File: src/rtl/instruction_issuer_pkg.sv
// Shared constants and FSM state encoding for the instruction issuer.
package instruction_issuer_pkg;

    localparam int INSTRUCTION_WIDTH = 32;
    localparam int ISSUE_FIFO_DEPTH  = 8;

    typedef enum logic [1:0] {
        ST_IDLE      = 2'd0,
        ST_WAIT_BUSY = 2'd1,
        ST_WAIT_DONE = 2'd2
    } issuer_state_e;

endpackage

File: src/rtl/instruction_issuer_queue.sv
// Circular instruction buffer with registered level and empty/full flags.
// Storage is not reset; only pointers and flags are.
module instruction_issuer_queue #(
    parameter int WIDTH = 32,
    parameter int DEPTH = 8
) (
    input  logic                       clk,
    input  logic                       reset,
    input  logic                       i_push,
    input  logic                       i_pop,
    input  logic                       i_clear,
    input  logic [WIDTH-1:0]           i_data,
    output logic [WIDTH-1:0]           o_head,
    output logic [$clog2(DEPTH):0]     o_level,
    output logic                       o_empty,
    output logic                       o_full
);

    localparam int AW = $clog2(DEPTH);
    localparam logic [AW:0]   LVL_ZERO = '0;
    localparam logic [AW:0]   LVL_ONE  = {{AW{1'b0}}, 1'b1};
    localparam logic [AW:0]   LVL_FULL = (AW+1)'(DEPTH);
    localparam logic [AW-1:0] PTR_ONE  = {{(AW-1){1'b0}}, 1'b1};

    logic [WIDTH-1:0] r_mem [DEPTH];
    logic [AW-1:0]    r_wr_ptr;
    logic [AW-1:0]    r_rd_ptr;
    logic [AW:0]      r_level;
    logic             r_empty;
    logic             r_full;
    logic             w_push;
    logic             w_pop;
    logic [AW:0]      w_level_next;

    assign w_push = i_push && !r_full;
    assign w_pop  = i_pop && !r_empty;

    // Next occupancy; a simultaneous push and pop leaves it unchanged.
    always_comb begin
        w_level_next = r_level;
        if (w_push && !w_pop) begin
            w_level_next = r_level + LVL_ONE;
        end else if (w_pop && !w_push) begin
            w_level_next = r_level - LVL_ONE;
        end else begin
            w_level_next = r_level;
        end
    end

    // Pointers, level and flags; clear wins over any push or pop.
    always_ff @(posedge clk or posedge reset) begin
        if (reset) begin
            r_wr_ptr <= '0;
            r_rd_ptr <= '0;
            r_level  <= LVL_ZERO;
            r_empty  <= 1'b1;
            r_full   <= 1'b0;
        end else if (i_clear) begin
            r_wr_ptr <= '0;
            r_rd_ptr <= '0;
            r_level  <= LVL_ZERO;
            r_empty  <= 1'b1;
            r_full   <= 1'b0;
        end else begin
            if (w_push) r_wr_ptr <= r_wr_ptr + PTR_ONE;
            if (w_pop)  r_rd_ptr <= r_rd_ptr + PTR_ONE;
            r_level <= w_level_next;
            r_empty <= (w_level_next == LVL_ZERO);
            r_full  <= (w_level_next == LVL_FULL);
        end
    end

    // Entry storage.
    always_ff @(posedge clk) begin
        if (w_push && !i_clear) r_mem[r_wr_ptr] <= i_data;
    end

    assign o_head  = r_mem[r_rd_ptr];
    assign o_level = r_level;
    assign o_empty = r_empty;
    assign o_full  = r_full;

endmodule

File: src/rtl/instruction_issuer.sv
// Issues queued instructions to a core one at a time: start pulse, wait for
// busy to rise (with timeout), wait for busy to fall, then pop and count.
module instruction_issuer
    import instruction_issuer_pkg::*;
#(
    parameter int INSTRUCTION_WIDTH = instruction_issuer_pkg::INSTRUCTION_WIDTH,
    parameter int DEPTH             = ISSUE_FIFO_DEPTH,
    parameter int BUSY_TIMEOUT      = 8
) (
    input  logic                         clk,
    input  logic                         reset,
    input  logic                         loadValid,
    input  logic [INSTRUCTION_WIDTH-1:0] loadInstruction,
    output logic                         loadReady,
    input  logic                         runEnable,
    input  logic                         flush,
    input  logic                         coreBusy,
    output logic [INSTRUCTION_WIDTH-1:0] instructionOut,
    output logic                         start,
    output logic [$clog2(DEPTH):0]       level,
    output logic                         empty,
    output logic                         full,
    output logic                         idle,
    output logic [15:0]                  issuedCount,
    output logic                         timeoutError
);

    localparam int TW = $clog2(BUSY_TIMEOUT) + 1;
    localparam logic [TW-1:0] TIMEOUT_LAST = TW'(BUSY_TIMEOUT - 1);
    localparam logic [TW-1:0] CNT_ONE      = {{(TW-1){1'b0}}, 1'b1};

    issuer_state_e r_state;
    logic          r_idle;
    logic          r_start;
    logic [TW-1:0] r_timeout_cnt;
    logic [15:0]   r_issued_count;
    logic          r_timeout_error;
    logic          w_clear;
    logic          w_push;
    logic          w_pop;

    assign w_clear = (r_state == ST_IDLE) && flush;
    assign w_push  = loadValid && !full && !w_clear;
    assign w_pop   = (r_state == ST_WAIT_DONE) && !coreBusy;

    instruction_issuer_queue #(
        .WIDTH (INSTRUCTION_WIDTH),
        .DEPTH (DEPTH)
    ) u_instructionQueue (
        .clk     (clk),
        .reset   (reset),
        .i_push  (w_push),
        .i_pop   (w_pop),
        .i_clear (w_clear),
        .i_data  (loadInstruction),
        .o_head  (instructionOut),
        .o_level (level),
        .o_empty (empty),
        .o_full  (full)
    );

    // Issue FSM with timeout counter, completion counter and start pulse.
    always_ff @(posedge clk or posedge reset) begin
        if (reset) begin
            r_state         <= ST_IDLE;
            r_idle          <= 1'b1;
            r_start         <= 1'b0;
            r_timeout_cnt   <= '0;
            r_issued_count  <= 16'd0;
            r_timeout_error <= 1'b0;
        end else begin
            r_start <= 1'b0;
            case (r_state)
                ST_IDLE: begin
                    if (flush) begin
                        r_timeout_error <= 1'b0;
                    end else if (runEnable && !empty && !coreBusy) begin
                        r_state       <= ST_WAIT_BUSY;
                        r_idle        <= 1'b0;
                        r_start       <= 1'b1;
                        r_timeout_cnt <= '0;
                    end
                end
                ST_WAIT_BUSY: begin
                    if (coreBusy) begin
                        r_state <= ST_WAIT_DONE;
                    end else if (r_timeout_cnt == TIMEOUT_LAST) begin
                        // Head stays queued so the next issue retries it.
                        r_timeout_error <= 1'b1;
                        r_state         <= ST_IDLE;
                        r_idle          <= 1'b1;
                    end else begin
                        r_timeout_cnt <= r_timeout_cnt + CNT_ONE;
                    end
                end
                ST_WAIT_DONE: begin
                    if (!coreBusy) begin
                        r_issued_count <= r_issued_count + 16'd1;
                        r_state        <= ST_IDLE;
                        r_idle         <= 1'b1;
                    end
                end
                default: begin
                    r_state <= ST_IDLE;
                    r_idle  <= 1'b1;
                end
            endcase
        end
    end

    assign loadReady    = !full;
    assign start        = r_start;
    assign idle         = r_idle;
    assign issuedCount  = r_issued_count;
    assign timeoutError = r_timeout_error;

endmodule

File: config.mk
export PLATFORM = sky130hd
export DESIGN_NAME = instruction_issuer
export DESIGN_NICKNAME = d
export VERILOG_FILES = /design/src/rtl/instruction_issuer_pkg.sv /design/src/rtl/instruction_issuer_queue.sv /design/src/rtl/instruction_issuer.sv
export SDC_FILE = /design/constraint.sdc
export NUM_CORES = 1
export LEC_CHECK = 0
export ABC_AREA = 1
export ABC_CLOCK_PERIOD_IN_PS = 2600
export CELL_PAD_IN_SITES_DETAIL_PLACEMENT = 0
export CELL_PAD_IN_SITES_GLOBAL_PLACEMENT = 1
export CORE_UTILIZATION = 40
export DETAILED_ROUTE_END_ITERATION = 8
export PLACE_DENSITY_LB_ADDON = 0.1
export SLEW_MARGIN = 20
export SYNTH_ARGS = -nofsm -noshare
export SYNTH_HDL_FRONTEND = slang
export SYNTH_SLANG_ARGS = --single-unit
File: constraint.sdc
create_clock -name clk -period 2.6 [get_ports clk]
set_input_delay 0.52 -clock clk [delete_from_list [all_inputs] [get_ports clk]]
set_output_delay 0.52 -clock clk [all_outputs]
set_load 0.01 [all_outputs]
==> key figures, run 1 <==
Setup path
  • CP Depth: 8
  • FF-to-FF End: u_instructionQueue.r_mem[6][7]
  • WP data arrival: roughly 2.1 ns
  • Startpoint types: flop
  • Cell family with most CP delay: buffers and inverters
  • Setup CP Type: flop to primary output
  • Worst path slowest cell: dfrtp_4
  • Max incr delay on CP: 0.52 ns
  • Most common cell on crit path: buf_12
  • CP Capture Type: primary output
  • CP endpoint: instructionOut[28]
  • Reg2reg path depth: 7
  • CP Max Fanout: 8
  • Crit path launch: u_instructionQueue.r_rd_ptr[0]
  • FF-to-FF setup slack: 0.65 ns
  • Launching point of the worst reg2reg path: r_state[1]
  • Critical path buffer and inverter count: 4
  • Worst-path cell chain: buf_12 -> buf_12 -> buf_16 -> o21ai_2 -> o32ai_2 -> nand2_1 -> nand2_2 -> buf_6
  • Worst Path Required: between 2 and 2.5 ns

Timing
  • Final hold viol count: 0
  • Setup ws final: -0.0143 ns
  • Setup violators final: 3
  • Relative slew slack: around three quarters
  • Slew Limit Fails: 0
  • F_max: 383 MHz
  • Worst slew pin tran: between 0.3 and 0.4 ns
  • Period minus WS final: approximately 2.6 ns
  • Final Skew: between 0.01 and 0.015 ns
  • RSZ-0062 raised after global routing: yes
  • Final Cycle Share: 101%

Clock tree
  • Root Buffer: clkbuf_16
  • Clock latency on the worst-skew pair: between 0.5 and 0.6 ns
  • Clock transition at the registers of the reported paths: around 0.06 ns
  • CTS tree: built
  • Max clock buf depth: 3
  • Htree depth: 1
  • Clk sinks: between 200 and 300
  • Total CTS buffers: 31
  • Hold buffer count at CTS: 0

Power
  • Part of the power in the clock network: a little over a third
  • Leakage Power: 0.00593 uW
  • PwrDens: around 740 nW/um^2
  • Power Internal: 8950 uW
  • VDD IR max: 0.000463 V
  • Comb power frac: between 10% and 20%
  • Fraction of power spent switching nets: 25.6%
  • Sw Pwr: slightly above 3000 uW
  • Sequential cell fraction of total power: 47.5%
  • Total power: between 10000 and 15000 uW

Route
  • Vias per cell: roughly 5.1
  • DR vias: approximately 8000
  • Routed WL: between 20 and 30 mm
  • Post-route DRC violation count: 0
  • Wire per inst: between 15 and 20 um
  • Antenna Nets Post-Route: 0
  • Router iterations before antenna repair: 4
  • Starting DRC count in detailed routing: 570

Yosys
  • Cells after Synth: 950
  • Synthesized area per cell: around 12 sq um
  • Seq/Total Area, Yosys: between 70% and 80%
  • Mapped Nets: around 990
  • Cell area after synthesis: between 10000 and 15000 sq um
  • Number of library cell types mapped by synthesis: 38
  • Synth warnings: 0
  • Flops & latches, synth: a little under 300

GRT
  • Vias in the first global route: just under 8000
  • Largest net degree at the start of global routing: 40
  • GRT Resource Usage Total: between 15 and 20%
  • First-pass GRT wire length: 46.4 mm
  • GRT overflow: 0
  • Antenna violations before repair: 0

Run
  • # Max-Cap Violations: 0

Finish
  • Most common cell after layout, fill and taps aside: edfxtp_1
  • Fill count: about 2300
  • Utilization after layout: a little under three fifths
  • Antenna Diode Count: 0
  • Commonest cells after routing, fill and taps aside: edfxtp_1 (256), nor2_1 (165), nand2_1 (138), clkdlybuf4s50_1 (63), o32ai_2 (51)
  • Final nets: between 1000 and 1500
  • Area Overhead vs Synth: 36.9%
  • Share of cells above drive strength 1: between 20% and 30%

Floorplan
  • Initial Util: about two fifths
  • Num rows: slightly above 60
  • Core Area: approximately 29000 sq um
  • # IOs: 96
  • Die height: 174 um
  • Die Wd: 174 um
  • Die area: between 30000 and 40000 sq um

Placed design
  • HPWL Detailed: roughly 16 mm
  • Port Buf Inserts: 95
  • GP Congestion: 0.737

Min path
  • Hold Path Class: primary input to async pin

Run status
  • Violated checks: negative setup slack
  • Outcome: finished with violations
per-stage QoR:
| stage | std cells | hold WS (ns) | setup WS [ns] | area, sq um | TNS (ns) |
|---|---|---|---|---|---|
| after floorplan | 950 | 0.478 | -0.361 | 11900 | -90.84 |
| after global placement | 1422 | 0.467 | 0.0996 | 13800 | 0 |
| after detailed placement | 1422 | 0.465 | 0.0823 | 13800 | 0 |
| after CTS | 1522 | 0.296 | -0.0768 | 15700 | -0.709 |
| after global routing | 1526 | 0.333 | -0.126 | 16300 | -1.69 |
| final | 1526 | 0.303 | -0.0143 | 16300 | -0.0255 |
worst min path at each step:
stage                                start          endpoint  slack, ns  cells past startpoint
after detailed placement   issuedCount[15]   issuedCount[15]       0.46                      1
after CTS                            reset    issuedCount[6]       0.30                      3
after global placement     issuedCount[15]   issuedCount[15]       0.47                      1
after global routing                 reset    issuedCount[4]       0.33                      3
after floorplan           r_timeout_cnt[0]  r_timeout_cnt[0]       0.48                      1
final                                reset    issuedCount[4]       0.30                      3
routing by layer:
layer / vias up / global-route usage (%) / wire (um)
met5: - / 0 / 0
met4: 0 / 4.09 / 392
met3: 34 / 2.87 / 1640
met2: 175 / 31.2 / 13800
met1: 3863 / 29.1 / 13900
li1: 3739 / - / -
cell families (layout without fill, tap and decap cells):
| logic type | after synthesis | after routing | share of synthesized area [%] |
|---|---|---|---|
| and+or+nand+nor | 398 | 398 | 14.0 |
| DFF | 293 | 293 | 72.6 |
| AOI/OAI and AO/OA | 145 | 145 | 8.26 |
| buffers and inverters | 85 | 277 | 2.86 |
| xor gates and xnor gates | 21 | 21 | 1.55 |
| adders and majority gates | 6 | 6 | 0.632 |
| muxes | 2 | 2 | 0.179 |
cell type report:
cell class,instances,area (sq um),share of cell area (%)
Clock inverter,18,163,1.00
Clock buffer,38,802,4.93
Tap cell,384,480,2.96
Inverter,36,143,0.878
Multi-Input combinational cell,572,3730,23.0
Sequential cell,293,8620,53.1
Timing Repair Buffer,185,2310,14.2
cells in the mapped netlist:
cell      number  area (sq um)
edfxtp_1     256          7690
nand2_1      145           544
nand3b_1       1          7.51
dfrtp_1       35           876
o32ai_1       64           561
o21ai_0       69           345
a32o_1         1          10.0
nand2_4        3          33.8
xnor2_1       10          87.6
nand2_8        1          20.0
clkinv_1       1          3.75
a21oi_1        7          35.0
inv_2          6          22.5
nor3_1         1          5.00
ha_1           6          75.1
nor2_2         5          31.3
xor2_1        11          96.3
and3_1         1          6.26
a21oi_2        1          8.76
nand3_2        1          10.0
buf_4          2          15.0
o21a_1         1          7.51
a41oi_1        1          8.76
mux2i_1        1          10.0
buf_2         10          50.1
dfstp_2        2          52.6
nand4_1        4          25.0
mux2_2         1          11.3
buf_1          3          11.3
nand3_1       14          70.1
nor3_4         1          16.3
nor2_1       213           800
clkbuf_1      34           128
inv_1         29           109
nand3_4        2          35.0
nor2_4         3          33.8
nand2_2        3          18.8
o21ai_1        1          5.00
state kept, by name, indices dropped and copies added (netlist names), 2 cells and up:
register and flops:
u_instructionQueue.r_wr_ptr 3, issuedCount 16, u_instructionQueue.r_mem 256, u_instructionQueue.r_rd_ptr 3, r_timeout_cnt 4, r_state 2
u_instructionQueue.o_level 4
repair_timing:
action / 4_1_cts / 5_1_grt
buffers inserted: 30 / 11
gates cloned: 15 / 1
pin swaps: 65 / 91
setup endpoints to repair: 32 / 32
resized for setup: 262 / 136
power groups by stage:
stage	Combinational [uW]	Clock [uW]	Sequential, uW
after floorplan	899	0	5800
after global placement	1840	0	5790
after detailed placement	1840	0	5780
after CTS	2030	4300	5700
after global routing	2300	4490	5750
final	2090	4210	5710
worst register-to-register path, delay by kind of cell (launching register included):
kind                   cells  cell delay [ns]
AND/OR/NAND/NOR            5             0.82
flip-flops                 1             0.53
buffers and inverters      2             0.30
No activity file was read; power rests on OpenSTA's default activity.
==> run 2, diff against run 1 <==
--- a/config.mk
+++ b/config.mk
@@ -9,10 +9,10 @@
 export ABC_CLOCK_PERIOD_IN_PS = 2600
 export CELL_PAD_IN_SITES_DETAIL_PLACEMENT = 0
 export CELL_PAD_IN_SITES_GLOBAL_PLACEMENT = 1
-export CORE_UTILIZATION = 40
+export CORE_UTILIZATION = 43
 export DETAILED_ROUTE_END_ITERATION = 8
 export PLACE_DENSITY_LB_ADDON = 0.1
-export SLEW_MARGIN = 20
+export SLEW_MARGIN = 10
 export SYNTH_ARGS = -nofsm -noshare
 export SYNTH_HDL_FRONTEND = slang
 export SYNTH_SLANG_ARGS = --single-unit
==> run 2 against run 1 <==
Compared with the run above:
- the flow still finishes with violations (negative setup slack)
- sequential share of layout area increased by 1.4 points
- combinational power shrank 3%
- core utilization increased by 2.4 points
- power increased by 0.80%
- critical path depth increased by 1
- final area fell by 2.6%
- sequential power is essentially flat
- clock skew fell by 0.0041 ns
- flip-flop and latch count did not move
- cell count decreased by 3.0%
- via count down 0.84%
- critical endpoint is now instructionOut[11]
- largest power group unchanged
==> key figures, run 2 (same netlist as run 1, synthesis figures left out) <==
Run status
  • Outcome: finished with violations
  • Violated checks: negative setup slack

Finish
  • Fill count: about 2200
  • Antenna Diode Count: 0
  • Commonest cells after routing, fill and taps aside: edfxtp_1 (256), nor2_1 (171), nand2_1 (136), clkdlybuf4s50_1 (63), o21ai_0 (37)
  • Footprint of the multi-input gates: ~3400 sq um
  • Max FFs per register: around 260
  • Area Overhead vs Synth: 33.4%
  • Top reg by flops: u_instructionQueue.r_mem
  • Final nets: roughly 1200
  • Sequential Area: roughly 8600 sq um
  • Share of cells above drive strength 1: approximately a quarter
  • Utilization after layout: between 50% and 60%
  • Most common cell after layout, fill and taps aside: edfxtp_1

Clock tree
  • Clk sinks: 293
  • Htree depth: 1
  • CTS tree: built
  • Max clock buf depth: 3
  • Total CTS buffers: 31
  • Clock latency on the worst-skew pair: between 0.5 and 0.6 ns
  • Hold buffer count at CTS: 0
  • Clock transition at the registers of the reported paths: approximately 0.060 ns
  • Root Buffer: clkbuf_16

Route
  • Routed WL: 28.5 mm
  • Starting DRC count in detailed routing: ~550
  • Vias per cell: roughly 5.2
  • Router iterations before antenna repair: 5
  • DR vias: about 7700
  • Antenna Nets Post-Route: 0
  • Wire per inst: approximately 19 um
  • Post-route DRC violation count: 0

Placed design
  • Place WS: 0.103 ns
  • Port Buf Inserts: 95
  • GP Congestion: roughly 0.76
  • HPWL Detailed: 15.2 mm

Power
  • VDD IR max: roughly 0.00047 V
  • Leakage Power: around 0.0058 uW
  • PwrDens: between 700 and 800 nW/um^2

Floorplan
  • Die height: between 150 and 200 um
  • Die Wd: 168 um
  • Num rows: 60
  • # IOs: between 90 and 100
  • Die area: 28300 sq um
  • Core Area: between 20000 and 30000 sq um
  • Initial Util: between 40% and 50%

Setup path
  • Worst path slowest cell: dfrtp_4
  • Max incr delay on CP: about 0.5 ns
  • Critical path buffer and inverter count: 5
  • WP data arrival: 2.12 ns
  • CP Capture Type: primary output
  • Worst Path Required: roughly 2.1 ns
  • Startpoint types: flop
  • Worst-path cell chain: buf_12 -> clkinv_16 -> buf_4 -> buf_16 -> nor2_1 -> o32ai_2 -> nand2_1 -> nand2_2 -> buf_6
  • Cell family with most CP delay: buffers and inverters
  • Setup CP Type: flop to primary output
  • CP Max Fanout: 11

Timing
  • Final Cycle Share: 102%
  • Setup ws final: -0.0448 ns
  • Period minus WS final: 2.64 ns
  • F_max: between 300 and 400 MHz
  • Slew Limit Fails: 0
  • Worst slew pin tran: approximately 0.41 ns
  • Final Skew: around 0.0096 ns
  • Setup violators final: 9
  • RSZ-0062 raised after global routing: yes
  • Final hold viol count: 0
  • Relative slew slack: 72.5%

GRT
  • Largest net degree at the start of global routing: 49
  • GRT Resource Usage Total: between 20% and 30%
  • Vias in the first global route: 7696
  • Antenna violations before repair: 1
  • GRT overflow: 0
  • First-pass GRT wire length: about 44 mm

Run
  • # Max-Cap Violations: 0

Min path
  • Hold Path Class: primary input to async pin
-- run 2: changes by cell type in the layout (fill, tap and decap cells not counted), sizes merged --
cell    change
inv         -1
clkbuf      -3
clkinv      +4
bufinv      +2
buf         -6
bufbuf      +1
-- run 2: stage by stage --
step / hold slack [ns] / area (sq um) / setup TNS, ns / total power [uW] / cells
6_report: 0.305 / 15800 / -0.0906 / 12100 / 1480
5_1_grt: 0.352 / 15800 / -2.78 / 12600 / 1480
4_1_cts: 0.296 / 15400 / -1.52 / 12100 / 1472
3_5_place_dp: 0.465 / 13700 / 0 / 7610 / 1378
3_3_place_gp: 0.464 / 13700 / 0 / 7600 / 1378
2_1_floorplan: 0.478 / 11900 / -90.84 / 6700 / 950
-- run 2: repair_timing --
item | in CTS | in global routing
setup endpoints to repair | 32 | 32
buffers inserted | 27 | 7
resized for setup | 207 | 94
pin swaps | 37 | 45
cloned | 11 | 2
-- run 2: path summary, 6_finish.rpt --
check,cells past startpoint,slack (ns),to,from
min reg2reg,1,0.47,issuedCount[15],issuedCount[15]
max reg2reg,7,0.70,u_instructionQueue.r_mem[4][27],r_state[1]
min in group clk,1,0.47,issuedCount[15],issuedCount[15]
max in group asynchronous,3,1.98,idle,reset
max,9,-0.04,instructionOut[11],u_instructionQueue.r_rd_ptr[0]
min,3,0.30,issuedCount[1],reset
-- run 2: layout make-up --
cell class | count | area share, %
multi-input cells | 572 | 21.6
flip-flops and latches | 293 | 54.4
repair buffers | 181 | 13.8
inverters | 36 | 1.02
clock inverters | 22 | 1.46
repair inverters | 1 | 0.0553
clock buffers | 34 | 4.97
well taps | 341 | 2.69
-- run 2: routing by layer --
metal / track usage, % / vias up / share of wire [%]
li1: - / 3731 / -
met1: 28.7 / 3792 / 46
met2: 33.0 / 182 / 47
met3: 2.84 / 38 / 4.5
met4: 5.10 / 2 / 1.8
met5: 0 / - / 0.039
-- run 2: where the power goes --
| group | internal [uW] | total (uW) | switching [uW] |
|---|---|---|---|
| logic | 917 | 2030 | 1110 |
| clock network | 2660 | 4390 | 1730 |
| registers | 5520 | 5700 | 173 |
| total | 9100 | 12100 | 3010 |
-- run 2: tightest hold or removal path: stages --
cell and delay, ns:
clkdlybuf4s50_1 0.39, inv_1 0.07, buf_4 0.24
==> run 3, diff against run 2 <==
--- a/config.mk
+++ b/config.mk
@@ -12,7 +12,6 @@
 export CORE_UTILIZATION = 43
 export DETAILED_ROUTE_END_ITERATION = 8
 export PLACE_DENSITY_LB_ADDON = 0.1
-export SLEW_MARGIN = 10
 export SYNTH_ARGS = -nofsm -noshare
 export SYNTH_HDL_FRONTEND = slang
 export SYNTH_SLANG_ARGS = --single-unit
==> results of run 3 <==
The final DEF is identical to that of run 2; final timing and power are the same.
==> edit: new RTL, settings of run 3 <==
The package constant `ISSUE_FIFO_DEPTH` goes from 8 to 4.
--- a/src/rtl/instruction_issuer_pkg.sv
+++ b/src/rtl/instruction_issuer_pkg.sv
@@ -2,7 +2,7 @@
 package instruction_issuer_pkg;
 
     localparam int INSTRUCTION_WIDTH = 32;
-    localparam int ISSUE_FIFO_DEPTH  = 8;
+    localparam int ISSUE_FIFO_DEPTH  = 4;
 
     typedef enum logic [1:0] {
         ST_IDLE      = 2'd0,
Ports: changed (resized level); port bits go from 96 to 95. No check against the original RTL was run, so the function may have changed too.
==> edit against run 3 <==
- the run ends with design-rule violations left
- total power fell by 45%
- design area down 46%
- via count is 45% lower
- sequential cell count fell by 131
- area after synthesis fell by 45%
- wire length down 51%
- setup slack better by 140 ps
- first-iteration DRC count down 62%
- sequential share of layout area grew 0.77 points
==> edit: results <==
set metrics [dict create \
    status "finished, violations left" \
    violations "design-rule violations" \
    max_stage_delay_ps 570 \
    leakage_uw 0.003313 \
    cp_max_fo 15 \
    reg2reg_from "u_instructionQueue.o_full" \
    grt_max_degree 51 \
    placed_cell_area_sq_um 7861 \
    synth_edf_count 128 \
    ff2ff_setup_slack_ps 1000 \
    synth.distinct_cells 28 \
    port_buffers 94 \
    nets 688 \
    dr.pass1.iters 7 \
    rr_worst_depth 4 \
    synth_nets 577 \
    yosysWarnings 0 \
    post-route-drc-count 5 \
    seq_area_frac_synth 0.7157 \
    r2r-end "u_instructionQueue.r_mem[1][19]" \
    skew_ps 11.55 \
    largest-register "u_instructionQueue.r_mem" \
    cts_root_buf "clkbuf_16" \
    cts_buffers 17 \
    syn_area_per_cell_sq_um 12.36 \
    place_congestion 0.7367 \
    grt_first_pass_wirelength_microns 22510 \
    wl_per_cell_microns 16.55 \
    worstHoldStart "issuedCount[15]" \
    largest_reg_flops 128 \
    place_hpwl_microns 8700 \
    place_ws_ps 378.1 \
    grt-ovfl-total 0 \
    placed_cells 806 \
    holdPathEnd "issuedCount[15]" \
    antenna_found_initial 0 \
    synth-async-reset-ratio 0.2099 \
    drt-total-wl_microns 13880 \
    htreeDepth 4 \
    slowest_stage "clkdlybuf4s50_1" \
    worst_pin_slew_ps 450.0 \
    n_antenna_cell 0 \
    hp-class "flip-flop to flip-flop" \
    vdd_drop_max_mv 0.5315 \
    clk_latency_ps 420 \
    clock_path_buffers 2 \
    path_clk_slew_ps 60 \
    synth_common_cells "128 x edfxtp_1, 88 x nor2_1, 71 x o21ai_0" \
    num_vias 4268 \
    grtUsageTotal 0.1890 \
    hold_depth 1 \
    drt-initial-drc-count 206 \
    synth_area_leaders "edfxtp_1 59%, dfrtp_1 12%, o21ai_0 5.4%" \
    crit_arrival_ps 1990 \
    drive_gt1_frac 0.1130 \
    grt_pass1_vias 4403 \
]
[edit: changes by cell type after synthesis, moves of 3 or more]
cell | run 3 | this run
nor2_1 | 213 | 88
xnor2_1 | 10 | 7
a21oi_1 | 7 | 4
inv_1 | 29 | 36
clkbuf_1 | 34 | 15
o22ai_1 | 0 | 32
edfxtp_1 | 256 | 128
buf_1 | 3 | 0
o32ai_1 | 64 | 0
buf_2 | 10 | 5
dfrtp_1 | 35 | 32
nand2_1 | 145 | 47
nand3_2 | 1 | 4
[edit: logic make-up after synthesis]
group,count (synthesis),share of synthesized area
AND/OR/NAND/NOR,175,0.1205
flip-flops,162,0.7157
AO/OA/AOI/OAI,109,0.09056
buffers and inverters,60,0.03527
XOR/XNOR,17,0.02269
adder cells (fa/ha/maj),8,0.01525
[edit: what timing repair did]
| item | in CTS | in global routing |
|---|---|---|
| gates cloned | 0 | 1 |
| gates resized for setup | 6 | 15 |
| endpoints found under the setup margin | 8 | 19 |
| buffers inserted | 0 | 0 |
| hold buffers | 0 | 0 |
| pin swaps | 1 | 0 |
[edit: cell type report]
class / instances / area (sq um)
Fill cell: 1231 / 6191
Sequential cell: 162 / 4698
Multi-Input combinational cell: 309 / 1664
Timing Repair Buffer: 112 / 1187
Clock buffer: 20 / 436.7
Tap cell: 184 / 230.2
Inverter: 40 / 152.6
Clock inverter: 12 / 138.9
[edit: how the worst max path moves through the flow]
stage                                         from                         endpoint  slack [ps]  cells after the start
finish              u_instructionQueue.r_rd_ptr[0]               instructionOut[27]          90                      5
global route        u_instructionQueue.r_rd_ptr[1]                instructionOut[0]          -6                      4
CTS                 u_instructionQueue.r_rd_ptr[0]               instructionOut[23]           1                      5
detailed placement  u_instructionQueue.r_rd_ptr[1]                instructionOut[8]         380                      4
global placement                         loadValid  u_instructionQueue.r_mem[3][14]         430                      6
floorplan                                loadValid   u_instructionQueue.r_mem[1][0]         -30                      4
[edit: power breakdown]
group | internal, uW | switching (uW)
Combinational | 483 | 561
Sequential | 3060 | 134
Clock | 1500 | 938
[edit: worst max-delay path, delay by kind of cell (launching register included)]
kind / cells / cell delay [ps]
buffers and inverters: 3 / 840
DFF: 1 / 450
AOI/OAI and AO/OA: 1 / 210
and+or+nand+nor: 1 / 60
[edit: routing by layer]
metal  GRT usage  up-vias  share of wire
li1            -     2088              -
met1      0.2292     2090           0.44
met2      0.3222       83           0.51
met3     0.04707        7          0.039
met4     0.07819        0         0.0078
met5           0        -              0
[edit: metrics by stage]
stage               utilization  hold slack [ps]
global placement         0.5348            461.2
CTS                      0.5745            476.7
finish                   0.5788            469.8
global route             0.5788            501.4
floorplan                     -            478.1
detailed placement       0.5348            468.0
